==> src/rtl/debug_relay.sv <==
// debug_relay: merges per-channel ASCII debug streams into one output stream.
// Arbitration is per line and round robin, so lines from different sources never
// interleave. Each line can optionally start with a "<hex id>:" prefix. A line that
// stalls mid-way is closed with a forced NEWLINE after LINE_TIMEOUT idle cycles.
module debug_relay #(
  parameter int unsigned            N_CH         = 2,
  parameter int unsigned            DATA_WIDTH   = 7,
  parameter int unsigned            FIFO_DEPTH   = 16,
  parameter bit                     PREFIX_EN    = 1'b1,
  parameter logic [DATA_WIDTH-1:0]  NEWLINE      = DATA_WIDTH'(8'h0A),
  parameter int unsigned            LINE_TIMEOUT = 255
) (
  input  logic                       clk,
  input  logic                       res_n,
  input  logic [N_CH*DATA_WIDTH-1:0] ascii_c,
  input  logic [N_CH-1:0]            ascii_s,
  output logic [DATA_WIDTH-1:0]      out_data,
  output logic                       out_valid,
  input  logic                       out_ready,
  output logic [N_CH-1:0]            overflow,
  output logic [3:0]                 active_ch
);

  localparam int unsigned AW   = $clog2(FIFO_DEPTH);
  localparam int unsigned CNTW = $clog2(FIFO_DEPTH + 1);
  localparam int unsigned CW   = (N_CH > 1) ? $clog2(N_CH) : 1;
  localparam int unsigned TOW  = $clog2(LINE_TIMEOUT + 1);

  localparam logic [DATA_WIDTH-1:0] SEP_CHAR = DATA_WIDTH'(8'h3A);

  typedef enum logic [2:0] {
    StIdle,
    StPfxId,
    StPfxSep,
    StStream,
    StClose
  } state_e;

  // Per-channel FIFO state
  logic [DATA_WIDTH-1:0] mem_q    [N_CH][FIFO_DEPTH];
  logic [AW-1:0]         wr_ptr_q [N_CH];
  logic [AW-1:0]         rd_ptr_q [N_CH];
  logic [CNTW-1:0]       count_q  [N_CH];
  logic [N_CH-1:0]       overflow_q;
  logic [N_CH-1:0]       push;
  logic [N_CH-1:0]       pop;
  logic [N_CH-1:0]       empty;

  // Arbiter / output state
  state_e                state_q, state_d;
  logic [CW-1:0]         gnt_q, gnt_d;
  logic [CW-1:0]         rr_q, rr_d;
  logic [TOW-1:0]        to_q, to_d;
  logic [3:0]            active_q, active_d;
  logic                  out_valid_q, out_valid_d;
  logic [DATA_WIDTH-1:0] out_data_q, out_data_d;

  logic                  found;
  logic [CW-1:0]         sel;
  logic [CW-1:0]         sel_next;
  logic [DATA_WIDTH-1:0] head_sel;
  logic [DATA_WIDTH-1:0] head_gnt;
  logic                  out_free;
  logic                  pop_en;
  logic [CW-1:0]         pop_ch;

  function automatic logic [DATA_WIDTH-1:0] hex_digit(input logic [3:0] v);
    if (v < 4'd10) begin
      return DATA_WIDTH'(8'h30 + {4'd0, v});
    end
    return DATA_WIDTH'(8'h37 + {4'd0, v});
  endfunction

  for (genvar i = 0; i < N_CH; i++) begin : g_ch
    assign empty[i] = (count_q[i] == '0);
    // A full FIFO drops the char even if it is popped this cycle.
    assign push[i]  = ascii_s[i] && (count_q[i] != CNTW'(FIFO_DEPTH));
  end

  assign head_sel = mem_q[sel][rd_ptr_q[sel]];
  assign head_gnt = mem_q[gnt_q][rd_ptr_q[gnt_q]];
  assign sel_next = (sel == CW'(N_CH - 1)) ? '0 : sel + 1'b1;

  // FIFO storage, no reset needed since pointers/counts gate every read.
  always_ff @(posedge clk) begin
    for (int unsigned i = 0; i < N_CH; i++) begin
      if (push[i]) begin
        mem_q[i][wr_ptr_q[i]] <= ascii_c[i*DATA_WIDTH +: DATA_WIDTH];
      end
    end
  end

  // FIFO pointers, occupancy and sticky overflow flags.
  always_ff @(posedge clk or negedge res_n) begin
    if (!res_n) begin
      for (int unsigned i = 0; i < N_CH; i++) begin
        wr_ptr_q[i] <= '0;
        rd_ptr_q[i] <= '0;
        count_q[i]  <= '0;
      end
      overflow_q <= '0;
    end else begin
      for (int unsigned i = 0; i < N_CH; i++) begin
        if (push[i]) begin
          wr_ptr_q[i] <= wr_ptr_q[i] + 1'b1;
        end
        if (pop[i]) begin
          rd_ptr_q[i] <= rd_ptr_q[i] + 1'b1;
        end
        if (push[i] && !pop[i]) begin
          count_q[i] <= count_q[i] + 1'b1;
        end else if (!push[i] && pop[i]) begin
          count_q[i] <= count_q[i] - 1'b1;
        end
        if (ascii_s[i] && !push[i]) begin
          overflow_q[i] <= 1'b1;
        end
      end
    end
  end

  // Round-robin search: first non-empty FIFO at or after rr_q, wrapping.
  always_comb begin
    int unsigned idx;
    idx   = 0;
    found = 1'b0;
    sel   = '0;
    for (int unsigned k = 0; k < N_CH; k++) begin
      idx = 32'(rr_q) + k;
      if (idx >= N_CH) begin
        idx = idx - N_CH;
      end
      if (!found && !empty[CW'(idx)]) begin
        found = 1'b1;
        sel   = CW'(idx);
      end
    end
  end

  // Next-state logic: grant, prefix, streaming, timeout and output register loads.
  always_comb begin
    state_d     = state_q;
    gnt_d       = gnt_q;
    rr_d        = rr_q;
    to_d        = to_q;
    active_d    = active_q;
    out_valid_d = out_valid_q;
    out_data_d  = out_data_q;
    pop_en      = 1'b0;
    pop_ch      = gnt_q;
    pop         = '0;
    // Output register can take a new char when empty or draining this cycle.
    out_free    = !out_valid_q || out_ready;

    if (out_valid_q && out_ready) begin
      out_valid_d = 1'b0;
    end

    unique case (state_q)
      StIdle: begin
        if (found) begin
          gnt_d    = sel;
          rr_d     = sel_next;
          active_d = 4'(sel);
          to_d     = '0;
          if (PREFIX_EN) begin
            if (out_free) begin
              out_valid_d = 1'b1;
              out_data_d  = hex_digit(4'(sel));
              state_d     = StPfxSep;
            end else begin
              state_d = StPfxId;
            end
          end else if (out_free) begin
            pop_en      = 1'b1;
            pop_ch      = sel;
            out_valid_d = 1'b1;
            out_data_d  = head_sel;
            if (head_sel == NEWLINE) begin
              state_d  = StIdle;
              active_d = '0;
            end else begin
              state_d = StStream;
            end
          end else begin
            state_d = StStream;
          end
        end
      end

      StPfxId: begin
        if (out_free) begin
          out_valid_d = 1'b1;
          out_data_d  = hex_digit(4'(gnt_q));
          state_d     = StPfxSep;
        end
      end

      StPfxSep: begin
        if (out_free) begin
          out_valid_d = 1'b1;
          out_data_d  = SEP_CHAR;
          state_d     = StStream;
        end
      end

      StStream: begin
        if (empty[gnt_q]) begin
          // Source went quiet mid-line; close it once the budget is used up.
          if (to_q == TOW'(LINE_TIMEOUT - 1)) begin
            to_d    = TOW'(LINE_TIMEOUT);
            state_d = StClose;
          end else begin
            to_d = to_q + 1'b1;
          end
        end else if (out_free) begin
          pop_en      = 1'b1;
          pop_ch      = gnt_q;
          out_valid_d = 1'b1;
          out_data_d  = head_gnt;
          to_d        = '0;
          if (head_gnt == NEWLINE) begin
            state_d  = StIdle;
            active_d = '0;
          end
        end
      end

      StClose: begin
        if (out_free) begin
          out_valid_d = 1'b1;
          out_data_d  = NEWLINE;
          to_d        = '0;
          active_d    = '0;
          state_d     = StIdle;
        end
      end

      default: begin
        state_d  = StIdle;
        active_d = '0;
      end
    endcase

    if (pop_en) begin
      pop[pop_ch] = 1'b1;
    end
  end

  // FSM and registered outputs.
  always_ff @(posedge clk or negedge res_n) begin
    if (!res_n) begin
      state_q     <= StIdle;
      gnt_q       <= '0;
      rr_q        <= '0;
      to_q        <= '0;
      active_q    <= '0;
      out_valid_q <= 1'b0;
      out_data_q  <= '0;
    end else begin
      state_q     <= state_d;
      gnt_q       <= gnt_d;
      rr_q        <= rr_d;
      to_q        <= to_d;
      active_q    <= active_d;
      out_valid_q <= out_valid_d;
      out_data_q  <= out_data_d;
    end
  end

  assign out_data  = out_data_q;
  assign out_valid = out_valid_q;
  assign overflow  = overflow_q;
  assign active_ch = active_q;

endmodule
==> config.mk <==
export PLATFORM = sky130hd
export DESIGN_NAME = debug_relay
export DESIGN_NICKNAME = d
export VERILOG_FILES = /design/src/rtl/debug_relay.sv
export SDC_FILE = /design/constraint.sdc
export NUM_CORES = 1
export LEC_CHECK = 0
export CAP_MARGIN = 40
export CELL_PAD_IN_SITES_DETAIL_PLACEMENT = 1
export CELL_PAD_IN_SITES_GLOBAL_PLACEMENT = 1
export CORE_MARGIN = 2
export CORE_UTILIZATION = 25
export DETAILED_ROUTE_END_ITERATION = 10
export MAX_ROUTING_LAYER = met4
export PLACE_DENSITY = 0.42
export SETUP_SLACK_MARGIN = 0.05
export SYNTH_ARGS = -nofsm -noshare
export SYNTH_HDL_FRONTEND = slang
export SYNTH_SLANG_ARGS = --single-unit
==> constraint.sdc <==
create_clock -name clk -period 4.7 [get_ports clk]
set_clock_uncertainty 0.15 [all_clocks]
set_input_delay 0.94 -clock clk [delete_from_list [all_inputs] [get_ports clk]]
set_output_delay 0.94 -clock clk [all_outputs]
set_load 0.02 [all_outputs]
==> metrics.txt, run 1 <==
CP required approximately 5.0 ns; Overall Global Routing Usage 14.4%; die height around 220 um; hold_buf cts 0; final hold violations 0; Final period util between 80% and 90%; Final Cell Area about 14000 um2; vias in the first global route about 7700; most frequent cells in the layout edfxtp_1 (224), nand2_1 (96), nor2_1 (55); Final #Nets just over 900; register area 7980 um2; GP Congestion about 0.75; largest net degree at the start of global routing 39; area of the multi-input gates between 3000 and 4000 um2; most common cell after layout, fill and taps aside edfxtp_1; Synth top area share approximately 57%; drt via density between 4 and 5; RSZ-0062 raised after global routing no; placed cell areas approximately 13000 um2; initial drt markers 441; Fillers between 4000 and 5000; via count roughly 7100; Detail Route Antenna Nets 0; cts repair resizes 0; Hold Slack roughly 0.32 ns; Synth Area per Inst roughly 14 um2; MaxCap Viol Count 0; WL/cell 22.2 um; setup TNS 0 ns; drt drc 0; chip width approximately 220 um; global route overflow 0; # IOs 33; top cells by area, synth edfxtp_1 (57%), dfrtp_1 (11%), mux2i_1 (4.3%), mux4_2 (3.4%), nand2_1 (3.0%); Final HPWL DP between 20 and 25 mm; CTS tree yes; DRT Wirelength about 34 mm; crit path DAT just over 4 ns; critical path peak fanout 10; CP endpoint kind flop; Peak supply drop between 0.2 and 0.25 mV; Core Region ~47000 um2; Post-CTS Repair Setup Buffers 0; Tmin final between 3 and 4 ns; library cells used by synthesis 67; Pre-Repair DR Iteration Count 4; Synth Flop Type edfxtp_1; status completed; leak pwr between 4 and 5 nW; cells after synthesis 838; row cnt slightly below 80; Post-synth EDFFs about 220; first-pass GRT wire length 50.7 mm; Clock Latency Late Sink between 0.5 and 0.6 ns; I/O Buffers 29; Yosys reg bits around 270; CTS H-tree depth 2; worst slew pin tran between 0.8 and 0.9 ns; worst hold-check path type flop to flop; die area ~50000 um2; maximum clock rate 0.262 GHz; Ys Warns 0; Starting Density between 20% and 30%; Setup CP Type flop to flop; clk slew on worst S/H paths approximately 0.050 ns; Longest Clk Path Bufs 3; layout cell share with drive strength beyond 1 about an eighth; number of diodes 0; area leader, netlist edfxtp_1; total power around 9 mW; Seq/Total Area, Yosys approximately two thirds; Synth-to-Final Area Change 17.9%; ys async rst share between 15 and 20%; Final Max Slew Viols 0; worst rel slew slack between 40% and 50%; CTS buffer count 34; CTS root buf clkbuf_16; clk sink count between 200 and 300; # setup viols final 0; antenna violations before repair 0; synthesized area approximately 12000 um2; power density over the cells around 650 nW/um2; critical path launch point type flop
-- layout make-up --
| class | instances | area share (%) |
|---|---|---|
| Clock buffer | 46 | 6.56 |
| Clock inverter | 14 | 1.00 |
| Inverter | 18 | 0.483 |
| Multi-Input combinational cell | 507 | 25.9 |
| Sequential cell | 274 | 57.0 |
| Tap cell | 607 | 5.43 |
| Timing Repair Buffer | 57 | 3.63 |
-- per-stage QoR --
step	util, %	setup slack (ns)	std cells
global route	30.0	0.511	1523
detailed placement	27.7	0.793	1463
CTS	30.0	0.804	1523
global placement	27.6	0.859	1457
floorplan	-	1.17	840
finish	30.0	0.880	1523
-- flip-flops by register name, summed over array words and instances (netlist names) --
register and flops:
rd_ptr_q 8, active_ch 1, count_q 10, out_valid 1, to_q 8, mem_q 224, gnt_q 1, wr_ptr_q 8
out_data 7, state_q 3, rr_q 1, overflow 2
-- where the power goes --
group / leakage (nW) / switching, mW / internal (mW)
logic: 1.69 / 2.04 / 1.23
clock network: 0.504 / 1.03 / 1.48
registers: 2.63 / 0.347 / 3.03
-- worst max-delay path: stages (launching register included) --
cell	delay, ns
dfrtp_1	0.41
nor4_1	0.56
nor2b_1	0.30
mux2i_1	0.31
and2_1	0.29
nand2_1	0.17
nor2_1	0.09
inv_1	0.08
ha_1	0.21
inv_1	0.12
ha_1	0.31
a21o_1	0.17
a21oi_1	0.18
xnor2_1	0.13
nor2_1	0.06
xor2_1	0.15
-- metal layers --
| layer | global-route usage, % | up-vias | routed length [um] |
|---|---|---|---|
| met5 | - | - | 0 |
| met4 | 3.77 | 0 | 682 |
| met3 | 2.50 | 46 | 1170 |
| met2 | 23.4 | 105 | 16400 |
| met1 | 18.5 | 3655 | 15600 |
| li1 | - | 3288 | - |
-- synthesized netlist by cell type (all sizes together), types with 2 or more instances --
cell / count
a21boi: 3
nor4: 5
a311o: 2
nand4: 10
inv: 17
a41oi: 3
fa: 2
edfxtp: 224
a221oi: 2
a21o: 10
o211ai: 5
nor2b: 7
nand3: 12
nor3: 21
o31a: 2
and2: 4
a22oi: 2
mux4: 18
dfrtp: 50
o221ai: 3
a31oi: 6
o22ai: 11
o32ai: 2
ha: 21
mux2: 13
clkbuf: 16
xnor2: 17
or4: 3
o31ai: 6
o2bb2ai: 2
nand2: 96
a211oi: 8
xor2: 5
nand2b: 14
a31o: 3
buf: 25
a2111oi: 5
a32oi: 3
and3: 4
mux2i: 52
a21oi: 26
o21ai: 29
nor2: 55
-- worst paths after layout --
kind                                  start           to  slack (ns)  cells after the start
worst max-delay path             count_q[6]   count_q[9]        0.88                     15
worst min-delay path            overflow[0]  overflow[0]        0.32                      1
worst max register to register   count_q[6]   count_q[9]        0.88                     15
worst min register to register  overflow[0]  overflow[0]        0.32                      1
max in group asynchronous             res_n  rd_ptr_q[5]        3.15                      2
min in group asynchronous             res_n  wr_ptr_q[3]        0.33                      1
-- kinds of logic after synthesis --
family                   count (synthesis)  share of synthesized area (%)
flip-flops                             274                           67.2
AND/OR/NAND/NOR                        237                           9.13
AO/OA/AOI/OAI                          139                           7.87
multiplexers                            83                           9.20
buffers and inverters                   59                           2.37
adder cells (fa/ha/maj)                 23                           2.55
XOR/XNOR                                22                           1.62
other                                    1                         0.0316
No activity file was read; power rests on OpenSTA's default activity.
==> run 2, diff against run 1 <==
Settings changed: PLACE_DENSITY 0.42 to 0.44.
Clock period 4.7 ns to 3.1 ns, I/O delays scaled along.
==> run 2 against run 1 <==
Power up 72%. Clock power increased by 51%. Setup slack got worse by 0.87 ns. Sequential power grew 48%. Via count grew 8.2%. Combinational power is 110% higher. Clock-buffer cell count decreased by 4. Fmax is 24% higher. First-iteration DRC count up 15%. Critical path type unchanged. Critical endpoint is now active_ch[0].
==> metrics.txt, run 2 (synthesized netlist as in run 1, its figures left out) <==
# IOs 33 (unchanged); largest net degree at the start of global routing 47 (+21%); Hold Slack 0.317 ns (-0.00512 ns); Setup CP Type flop to flop; Final HPWL DP 24.7 mm (+5.5%); Slowest cell on crit path dfrtp_2; GP Congestion 0.833 (+11%); Overall Global Routing Usage 15.1% (+0.69 points); final std cells w/o fill 1654 (+8.6%); MaxCap Viol Count 0 (unchanged); total power 15.7 mW (+72%); leak pwr 5.55 nW (+15%); first-pass GRT wire length 53.5 mm (+5.5%); number of diodes 0 (unchanged); CP cell instances mux2_4, buf_12, buf_4, nand2_1, a21oi_1, or4_1, o41ai_1, buf_4, o2bb2ai_1, or3b_4, a31o_1; Final period util 99.8% (+18 points); Final Max Slew Viols 0 (unchanged); drt via density 4.64 (-0.40%); CP required 3.36 ns (-1.60 ns); clk sink count 274 (unchanged); most common cell after layout, fill and taps aside edfxtp_1; Fillers 4943 (-0.10%); most frequent cells in the layout edfxtp_1 (224), buf_4 (141), nand2_1 (92); Detail Route Antenna Nets 0 (unchanged); via count 7673 (+8.2%); chip width 222 um (unchanged); Pre-Repair DR Iteration Count 4 (unchanged); antenna violations before repair 0 (unchanged); power density over the cells 1030 nW/um2 (+57%); critical path peak fanout 7 (-3); layout cell share with drive strength beyond 1 27.4% (+15 points); CTS buffer count 34 (unchanged); Final #Nets 1064 (+14%); post-layout util 32.8% (+2.8 points); die height 222 um (unchanged); clk slew on worst S/H paths 0.06 ns (about the same); initial drt markers 506 (+15%); worst setup margin 0.00679 ns (-0.873 ns); slowest stage delay, CP 0.47 ns (-0.09 ns); placed cell areas 13900 um2 (+7.3%); Tmin final 3.09 ns (-0.727 ns); reg2reg setup slack 0.007 ns (-0.87 ns); # setup viols final 0 (unchanged); Final Cell Area 15300 um2 (+9.5%); critical path launch point type flop; Longest Clk Path Bufs 3 (unchanged); CTS H-tree depth 2 (unchanged); Clock Latency Late Sink 0.54 ns (about the same); Core Region 46700 um2 (unchanged); CTS root buf clkbuf_16; status completed; drt drc 0 (unchanged); worst rel slew slack 44.4% (+2.8 points); die area 49200 um2 (unchanged); Synth-to-Final Area Change 29.1%; RSZ-0062 raised after global routing yes; Peak supply drop 0.316 mV (+33%); critical path's most frequent cell buf_4; global route overflow 0 (unchanged); placed insts 1572 (+7.5%); crit path DAT 3.36 ns (-0.72 ns); Starting Density 25.4% (unchanged); CTS tree yes; I/O Buffers 29 (unchanged); Place WS -0.138 ns (-0.931 ns); WL/cell 21.3 um (-4.0%); setup TNS 0 ns (unchanged); CP endpoint kind flop; worst slew pin tran 0.831 ns (-0.0332 ns); maximum clock rate 0.323 GHz (+24%); vias in the first global route 8242 (+7.3%); Largest register FFs 224 (unchanged); final hold violations 0 (unchanged); row cnt 79 (unchanged); worst hold-check path type input pin to async pin; DRT Wirelength 35.3 mm (+4.3%)
-- run 2: power by group --
part	switching [mW]	total [mW]	internal (mW)
Clock	1.54	3.78	2.24
Sequential	0.410	5.00	4.59
Combinational	3.73	6.94	3.22
Total	5.68	15.7	10.0
-- run 2: what timing repair did --
action | in CTS | in global routing
endpoints found under the hold margin | 4 | 0
pin swaps | 9 | 7
hold buffers | 1 | 0
buffers inserted | 18 | 5
gates resized for setup | 29 | 29
setup endpoints to repair | 6 | 9
-- run 2: final cells by class --
class,instances,area [um2],share of cell area [%]
Clock inverter,19,155,1.01
Multi-Input combinational cell,507,3850,25.2
Tap cell,607,759,4.96
Timing Repair Buffer,187,1590,10.4
Inverter,18,72.6,0.474
Sequential cell,274,7980,52.1
Clock buffer,42,902,5.89
-- run 2: worst max-delay path, delay by kind of cell, from the launching register on --
kind / cells / cell delay (ns)
AOI/OAI and AO/OA: 4 / 0.57
buffers and inverters: 3 / 0.49
DFF: 1 / 0.47
muxes: 1 / 0.36
and+or+nand+nor: 3 / 0.93
-- run 2: per-layer routing --
| layer | vias up | GRT usage [%] | wire [um] |
|---|---|---|---|
| met5 | - | - | 0 |
| met4 | 0 | 4.80 | 767 |
| met3 | 44 | 2.23 | 957 |
| met2 | 112 | 24.7 | 17400 |
| met1 | 3968 | 19.3 | 16100 |
| li1 | 3549 | - | - |
-- run 2: worst paths after layout --
kind	cells past startpoint	start	endpoint
min reg2reg	1	overflow[0]	overflow[0]
min in group clk	1	overflow[0]	overflow[0]
max	11	gnt_q	active_ch[0]
min	2	res_n	wr_ptr_q[3]
max in group asynchronous	3	res_n	rd_ptr_q[4]
max reg2reg	11	gnt_q	active_ch[0]
==> run 3, diff against run 2 <==
Settings changed: ABC_CLOCK_PERIOD_IN_PS from default to 3100.
==> results of run 3 <==
The final DEF is identical to that of run 2; final timing and power are the same.
